File: src/rtl/isa_pkg.sv
// Shared ISA definitions for the decode stage: the field layout of an
// instruction word, opcode names, the two-word (long) opcode set and the
// short-immediate opcode range.
package isa_pkg;

  localparam int OPC_MSB = 15;
  localparam int OPC_LSB = 12;
  localparam int RD_MSB  = 11;
  localparam int RD_LSB  = 8;
  localparam int RS_MSB  = 7;
  localparam int RS_LSB  = 4;
  localparam int RT_MSB  = 3;
  localparam int RT_LSB  = 0;
  localparam int SIMM_W  = 8;

  typedef enum logic [3:0] {
    OP_NOP  = 4'h0, OP_ADD  = 4'h1, OP_SUB  = 4'h2, OP_AND  = 4'h3,
    OP_OR   = 4'h4, OP_XOR  = 4'h5, OP_SHL  = 4'h6, OP_SHR  = 4'h7,
    OP_ADDI = 4'h8, OP_LDI  = 4'h9, OP_LD   = 4'hA, OP_ST   = 4'hB,
    OP_BEQ  = 4'hC, OP_BNE  = 4'hD, OP_JMP  = 4'hE, OP_CALL = 4'hF
  } opcode_t;

  typedef enum logic {
    S_FIRST = 1'b0,
    S_EXT   = 1'b1
  } dstate_t;

  // Long opcodes carry a full-width immediate in a second word.
  localparam opcode_t LONG_OP_A = OP_JMP;
  localparam opcode_t LONG_OP_B = OP_CALL;

  // Short-immediate opcodes embed an 8-bit signed immediate in rs/rt.
  localparam opcode_t SHORT_IMM_LO = OP_ADDI;
  localparam opcode_t SHORT_IMM_HI = OP_ST;

  function automatic logic is_long_op(input opcode_t op);
    return (op == LONG_OP_A) || (op == LONG_OP_B);
  endfunction

  function automatic logic is_short_imm_op(input opcode_t op);
    return (op >= SHORT_IMM_LO) && (op <= SHORT_IMM_HI);
  endfunction

endpackage

File: src/rtl/id_stage_if.sv
// Fetch -> decode -> execute signal bundle for the decode stage.
// master: the fetch/hazard side driving words and control.
// slave:  the decode stage itself.
interface id_stage_if #(
  parameter int DATA_W = 16,
  parameter int CNT_W  = 16
) ();
  logic [DATA_W-1:0] instr_in;
  logic              instr_valid;
  logic              stall;
  logic              flush;
  logic              pc_hold;
  logic              id_valid;
  logic [3:0]        opcode;
  logic [3:0]        rd;
  logic [3:0]        rs;
  logic [3:0]        rt;
  logic [DATA_W-1:0] imm;
  logic              has_imm;
  logic [CNT_W-1:0]  dec_count;

  modport master (
    output instr_in, instr_valid, stall, flush,
    input  pc_hold, id_valid, opcode, rd, rs, rt, imm, has_imm, dec_count
  );

  modport slave (
    input  instr_in, instr_valid, stall, flush,
    output pc_hold, id_valid, opcode, rd, rs, rt, imm, has_imm, dec_count
  );
endinterface

File: src/rtl/id_field_decode.sv
// Pure combinational split of one instruction word into its fields,
// plus the long-opcode flag and the sign-extended short immediate.
module id_field_decode
  import isa_pkg::*;
#(
  parameter int DATA_W = 16
) (
  input  logic [DATA_W-1:0] word_i,
  output opcode_t           opcode_o,
  output logic [3:0]        rd_o,
  output logic [3:0]        rs_o,
  output logic [3:0]        rt_o,
  output logic              is_long_o,
  output logic              short_imm_en_o,
  output logic [DATA_W-1:0] short_imm_o
);

  assign opcode_o       = opcode_t'(word_i[OPC_MSB:OPC_LSB]);
  assign rd_o           = word_i[RD_MSB:RD_LSB];
  assign rs_o           = word_i[RS_MSB:RS_LSB];
  assign rt_o           = word_i[RT_MSB:RT_LSB];
  assign is_long_o      = is_long_op(opcode_o);
  assign short_imm_en_o = is_short_imm_op(opcode_o);
  assign short_imm_o    = {{(DATA_W-SIMM_W){word_i[SIMM_W-1]}}, word_i[SIMM_W-1:0]};

endmodule

File: src/rtl/id_stage.sv
// Instruction-decode stage. Assembles one- or two-word instructions from
// the fetch stream, registers the decoded fields for execute, freezes on
// stall, discards a half-assembled instruction on flush and counts
// completed decodes.
//
//  state   | meaning
//  S_FIRST | next accepted word starts a new instruction
//  S_EXT   | first word of a long op is in hold_q, waiting for its immediate
module id_stage
  import isa_pkg::*;
#(
  parameter int DATA_W = 16,
  parameter int CNT_W  = 16
) (
  input  logic clock,
  input  logic reset_n,
  id_stage_if.slave bus
);

  dstate_t           state_q, state_d;
  logic [DATA_W-1:0] hold_q, hold_d;
  logic              id_valid_q, id_valid_d;
  logic [3:0]        opcode_q, opcode_d;
  logic [3:0]        rd_q, rd_d;
  logic [3:0]        rs_q, rs_d;
  logic [3:0]        rt_q, rt_d;
  logic [DATA_W-1:0] imm_q, imm_d;
  logic              has_imm_q, has_imm_d;
  logic [CNT_W-1:0]  cnt_q, cnt_d;

  // In S_EXT the fields come from the held first word; otherwise from the
  // live word. Sharing one decoder keeps the field layout in one place.
  logic [DATA_W-1:0] dec_word;
  opcode_t           dec_opcode;
  logic [3:0]        dec_rd, dec_rs, dec_rt;
  logic              dec_is_long, dec_simm_en;
  logic [DATA_W-1:0] dec_simm;

  assign dec_word = (state_q == S_EXT) ? hold_q : bus.instr_in;

  id_field_decode #(.DATA_W(DATA_W)) u_dec (
    .word_i         (dec_word),
    .opcode_o       (dec_opcode),
    .rd_o           (dec_rd),
    .rs_o           (dec_rs),
    .rt_o           (dec_rt),
    .is_long_o      (dec_is_long),
    .short_imm_en_o (dec_simm_en),
    .short_imm_o    (dec_simm)
  );

  // Next-state and output-register logic; flush beats stall beats normal.
  always_comb begin
    state_d    = state_q;
    hold_d     = hold_q;
    id_valid_d = id_valid_q;
    opcode_d   = opcode_q;
    rd_d       = rd_q;
    rs_d       = rs_q;
    rt_d       = rt_q;
    imm_d      = imm_q;
    has_imm_d  = has_imm_q;
    cnt_d      = cnt_q;

    if (bus.flush) begin
      state_d    = S_FIRST;
      hold_d     = '0;
      id_valid_d = 1'b0;
    end else if (bus.stall) begin
      // everything holds
    end else if (bus.instr_valid) begin
      unique case (state_q)
        S_FIRST: begin
          if (dec_is_long) begin
            hold_d     = bus.instr_in;
            state_d    = S_EXT;
            id_valid_d = 1'b0;
          end else begin
            opcode_d   = dec_opcode;
            rd_d       = dec_rd;
            rs_d       = dec_rs;
            rt_d       = dec_rt;
            imm_d      = dec_simm_en ? dec_simm : '0;
            has_imm_d  = dec_simm_en;
            id_valid_d = 1'b1;
            cnt_d      = cnt_q + 1'b1;
          end
        end
        S_EXT: begin
          opcode_d   = dec_opcode;
          rd_d       = dec_rd;
          rs_d       = dec_rs;
          rt_d       = dec_rt;
          imm_d      = bus.instr_in;
          has_imm_d  = 1'b1;
          id_valid_d = 1'b1;
          cnt_d      = cnt_q + 1'b1;
          state_d    = S_FIRST;
        end
        default: state_d = S_FIRST;
      endcase
    end else begin
      id_valid_d = 1'b0;
    end
  end

  // State, hold and output registers.
  always_ff @(posedge clock or negedge reset_n) begin
    if (!reset_n) begin
      state_q    <= S_FIRST;
      hold_q     <= '0;
      id_valid_q <= 1'b0;
      opcode_q   <= '0;
      rd_q       <= '0;
      rs_q       <= '0;
      rt_q       <= '0;
      imm_q      <= '0;
      has_imm_q  <= 1'b0;
      cnt_q      <= '0;
    end else begin
      state_q    <= state_d;
      hold_q     <= hold_d;
      id_valid_q <= id_valid_d;
      opcode_q   <= opcode_d;
      rd_q       <= rd_d;
      rs_q       <= rs_d;
      rt_q       <= rt_d;
      imm_q      <= imm_d;
      has_imm_q  <= has_imm_d;
      cnt_q      <= cnt_d;
    end
  end

  assign bus.pc_hold   = bus.stall;
  assign bus.id_valid  = id_valid_q;
  assign bus.opcode    = opcode_q;
  assign bus.rd        = rd_q;
  assign bus.rs        = rs_q;
  assign bus.rt        = rt_q;
  assign bus.imm       = imm_q;
  assign bus.has_imm   = has_imm_q;
  assign bus.dec_count = cnt_q;

endmodule

File: src/flat_wrapper.sv
// flat-port wrapper written by rule: the top's interface ports become plain ports
module id_stage_flat import isa_pkg::*;
#(
  parameter int DATA_W = 16,
  parameter int CNT_W  = 16
)
  (clock, reset_n, bus_instr_in, bus_instr_valid, bus_stall, bus_flush, bus_pc_hold, bus_id_valid, bus_opcode, bus_rd, bus_rs, bus_rt, bus_imm, bus_has_imm, bus_dec_count);
  id_stage_if #(.DATA_W(DATA_W), .CNT_W(CNT_W)) bus_i ();
  input  logic clock;
  input  logic reset_n;
  input wire logic [$bits(bus_i.instr_in)-1:0] bus_instr_in;
  input wire logic [$bits(bus_i.instr_valid)-1:0] bus_instr_valid;
  input wire logic [$bits(bus_i.stall)-1:0] bus_stall;
  input wire logic [$bits(bus_i.flush)-1:0] bus_flush;
  output wire logic [$bits(bus_i.pc_hold)-1:0] bus_pc_hold;
  output wire logic [$bits(bus_i.id_valid)-1:0] bus_id_valid;
  output wire logic [$bits(bus_i.opcode)-1:0] bus_opcode;
  output wire logic [$bits(bus_i.rd)-1:0] bus_rd;
  output wire logic [$bits(bus_i.rs)-1:0] bus_rs;
  output wire logic [$bits(bus_i.rt)-1:0] bus_rt;
  output wire logic [$bits(bus_i.imm)-1:0] bus_imm;
  output wire logic [$bits(bus_i.has_imm)-1:0] bus_has_imm;
  output wire logic [$bits(bus_i.dec_count)-1:0] bus_dec_count;
  assign bus_i.instr_in = bus_instr_in;
  assign bus_i.instr_valid = bus_instr_valid;
  assign bus_i.stall = bus_stall;
  assign bus_i.flush = bus_flush;
  assign bus_pc_hold = bus_i.pc_hold;
  assign bus_id_valid = bus_i.id_valid;
  assign bus_opcode = bus_i.opcode;
  assign bus_rd = bus_i.rd;
  assign bus_rs = bus_i.rs;
  assign bus_rt = bus_i.rt;
  assign bus_imm = bus_i.imm;
  assign bus_has_imm = bus_i.has_imm;
  assign bus_dec_count = bus_i.dec_count;
  id_stage #(.DATA_W(DATA_W), .CNT_W(CNT_W)) u_core (.clock(clock), .reset_n(reset_n), .bus(bus_i));
endmodule
File: config.mk
export PLATFORM = sky130hd
export DESIGN_NAME = id_stage_flat
export DESIGN_NICKNAME = d
export VERILOG_FILES = /design/src/rtl/isa_pkg.sv /design/src/rtl/id_stage_if.sv /design/src/rtl/id_field_decode.sv /design/src/rtl/id_stage.sv /design/src/flat_wrapper.sv
export SDC_FILE = /design/constraint.sdc
export NUM_CORES = 1
export LEC_CHECK = 0
export CORE_UTILIZATION = 40
export CTS_CLUSTER_SIZE = 28
export DETAILED_ROUTE_END_ITERATION = 6
export GPL_TIMING_DRIVEN = 1
export PLACE_DENSITY = 0.66
export RECOVER_POWER = 100
export SLEW_MARGIN = 20
export SYNTH_ARGS = -nofsm -noshare
export SYNTH_HDL_FRONTEND = slang
export SYNTH_HIERARCHICAL = 1
export SYNTH_SLANG_ARGS = --single-unit
File: constraint.sdc
create_clock -name clock -period 4.58 [get_ports clock]
set_input_delay 1.145 -clock clock [delete_from_list [all_inputs] [get_ports clock]]
set_output_delay 1.145 -clock clock [all_outputs]
set_load 0.01 [all_outputs]
==> flow_summary.ini <==
[pwr]
power_density_nw_per_um2 = 390
vdd_drop_max_mv = 0.150
comb_power_share_pct = 21.6
power_w = 0.00155
switching_share_pct = 26.6
p_seq_share_pct = 47.1
p_switching_w = 0.000412
leakagePower_nw = 1.67
p_clk_share_pct = 31.3
p_int_w = 0.00114

[worst_setup_path]
worst_path_dominant_cell_family = simple AND/OR/NAND/NOR gates
critPathSlowestCell = nor2_1
r2r_slack_ns = 1.31
path_depth = 7
crit_start = bus_instr_in[15]
crit_required_ns = 4.80
r2r_end = u_core/bus.opcode[1]
reg2reg_from = u_core/state_q
slowest_delay_ns = 0.68
start_kind = input pin
worstSetupEndpoint = u_core/bus.opcode[1]
critPathBufInv = 2
critPathCaptureType = flip-flop
cp_max_fo = 50
path_cells = dlygate4sd3_1, mux2_1, and3_2, nor2b_1, nor2_1, buf_12, mux2_2
ff2ff_path_depth = 6
worst-setup-path-type = input pin to flip-flop
cp_data_arrival_time_ns = 3.85

[logic_synthesis]
synth_area_leaders = dfrtp_1 51%, mux2_2 11%, buf_4 8.3%, a21oi_1 5.4%, nand2_1 4.4%
yosysWarningCount = 6
synth_area_um2 = 3260
synth_area_per_cell_um2 = 10.8
ys_seq_elements = 67
synthCells = 303
synth_cell_types = 33
synth_top_area_share_pct = 51.5
ys_seq_area_share_pct = 51.5
synth_nets = 325
yosysTopAreaCell = dfrtp_1

[clocking]
cts.sinks = 67
htreeDepth = 3
post_cts_buffers = 0
tritoncts = built
clkLatencyLatePin_ns = 0.33
ctsHoldBuffers = 0
clkTransAtPathRegs_ns = 0.07
postCtsResizedCells = 0
cts.path.max_buffers = 2
clock-root-buffer = clkbuf_8
cts_buffers = 9

[finish]
layout_commonest_cell = dfrtp_1
layout_common_cells = 67 x dfrtp_1, 52 x dlygate4sd3_1, 38 x nand2_1, 35 x a21oi_1, 32 x mux2_2
synthToLayoutAreaGrowth_pct = 22.2
final_core_util_pct = 51.0
drive_above_1_share_pct = 15.9
nNetsFinal = 363
num_antenna_cells = 0
final_cells = 447

[grt]
grt_max_degree = 51
grt_pass1_wl_mm = 11.2
grt_antenna_before_repair = 0
first_global_vias = 2292
grt_usage_pct = 17.1
grt_overflow = 0

[die]
die_w_um = 92.3
die_h_um = 92.3
start_util_pct = 41.7
num_io_pins = 72
die-area_um2 = 8510
rows = 32
fp.coreArea_um2 = 7810

[timing]
setup_violations = 0
period_share_pct = 79.5
rsz0062_at_grt = no
final_max_slew_viol_count = 39
worst_pin_slew_ns = 2.01
fin_worst_skew_ns = 0.00706
hold_viol = 0
tns_ns = 0
max_clock_freq_mhz = 275
relSlewSlack_pct = -33.8
setup_slack_ns = 0.941
period_needed_ns = 3.64

[route]
ant_nets = 0
via_per_inst = 5.08
vias = 2270
wl_met1_mm = 3.02
drt_iter0_drc = 121
drt_pass1_iterations = 4
routedWlPerCell_um = 14.8
met3WireLength_um = 225
routed_wl_mm = 6.62
highest-signal-layer = met4
drcViolationCount = 0
dr_wl_met2_mm = 3.25

[run_status]
status = complete, but fails checks
violations = max-capacitance violations, max-slew violations

[min_path]
holdCritPathClass = flip-flop to flip-flop
min_from = u_core/bus.dec_count[15]

[placement]
dp_hpwl_mm = 4.51
globalplace.congestion = 0.738
post-place-ws_ns = 1.00
place_inst = 432
port_buffers = 71

[flow_run]
cap_violations = 1
==> worst register-to-register path, delay by kind of cell, from the launching register on <==
kind | cells | cell delay, ns
flops | 1 | 0.92
simple gates | 3 | 1.08
mux | 2 | 0.85
buf+inv | 1 | 0.31
==> synth_stat cells <==
cell / count
and2b_2: 1
nand2_1: 38
xor2_1: 2
xnor2_1: 12
or3b_4: 1
ha_1: 1
nor2_1: 19
nand3_1: 6
nor2b_1: 2
a22oi_1: 15
a21oi_1: 35
nand4_1: 4
nor3b_4: 1
buf_2: 6
xnor2_2: 1
nor2_2: 1
and4_1: 4
inv_1: 2
nor3_2: 1
o21ai_0: 1
nor4_1: 1
or4b_4: 1
o22ai_1: 1
nor3_1: 1
buf_6: 1
and3_1: 1
and3_2: 1
mux2_2: 33
dfrtp_1: 67
buf_1: 2
nand3b_1: 1
buf_4: 36
clkbuf_1: 4
==> cell type report <==
class | instances | area (µm²)
fill | 729 | 3830
clock inverter | 2 | 35.0
timing repair buffer | 76 | 752
sequential | 67 | 1680
multi-input combinational | 185 | 1220
tap | 102 | 128
clock buffer | 13 | 159
inverter | 2 | 7.51
==> registers in the layout (all words and copies together), names as in the netlist, 4 cells and up <==
register / count
u_core/bus.dec_count: 16
u_core/bus.imm: 16
u_core/bus.opcode: 4
u_core/bus.rd: 4
u_core/bus.rs: 4
u_core/bus.rt: 4
u_core/hold_q: 16
==> layer usage <==
metal / vias up / global-route usage [%]
met5: - / 0
met2: 45 / 28.1
met4: 0 / 8.85
met3: 8 / 3.07
li1: 1088 / -
met1: 1129 / 21.5
==> through the flow <==
stage	hold slack (ns)	cell area [µm²]
2_1_floorplan	0.494	3260
3_3_place_gp	0.462	3810
3_5_place_dp	0.471	3810
4_1_cts	0.480	4010
5_1_grt	0.507	3980
6_report	0.474	3980
==> how the worst min path moves through the flow <==
stage	to	slack, ns	cells after the start
after global routing	u_core/bus.dec_count[15]	0.51	1
after global placement	u_core/bus.dec_count[15]	0.46	1
after floorplan	u_core/hold_q[15]	0.49	2
final	u_core/bus.dec_count[15]	0.47	1
after detailed placement	u_core/bus.dec_count[15]	0.47	1
after CTS	u_core/bus.dec_count[15]	0.48	1
==> power groups by stage <==
stage	sequential (W)	clock (W)	combinational [W]
global route	0.000746	0.000517	0.000365
finish	0.000731	0.000485	0.000335
CTS	0.000737	0.000497	0.000373
floorplan	0.000775	0	0.000135
detailed placement	0.000747	0	0.000371
global placement	0.000745	0	0.000365
==> logic make-up after synthesis <==
logic type | synth area share [%]
compound gates | 9.18
xor+xnor | 4.26
fa+ha+maj | 0.384
buf+inv | 10.5
flops | 51.5
mux | 11.4
simple gates | 12.8
No activity file was read; power rests on OpenSTA's default activity.
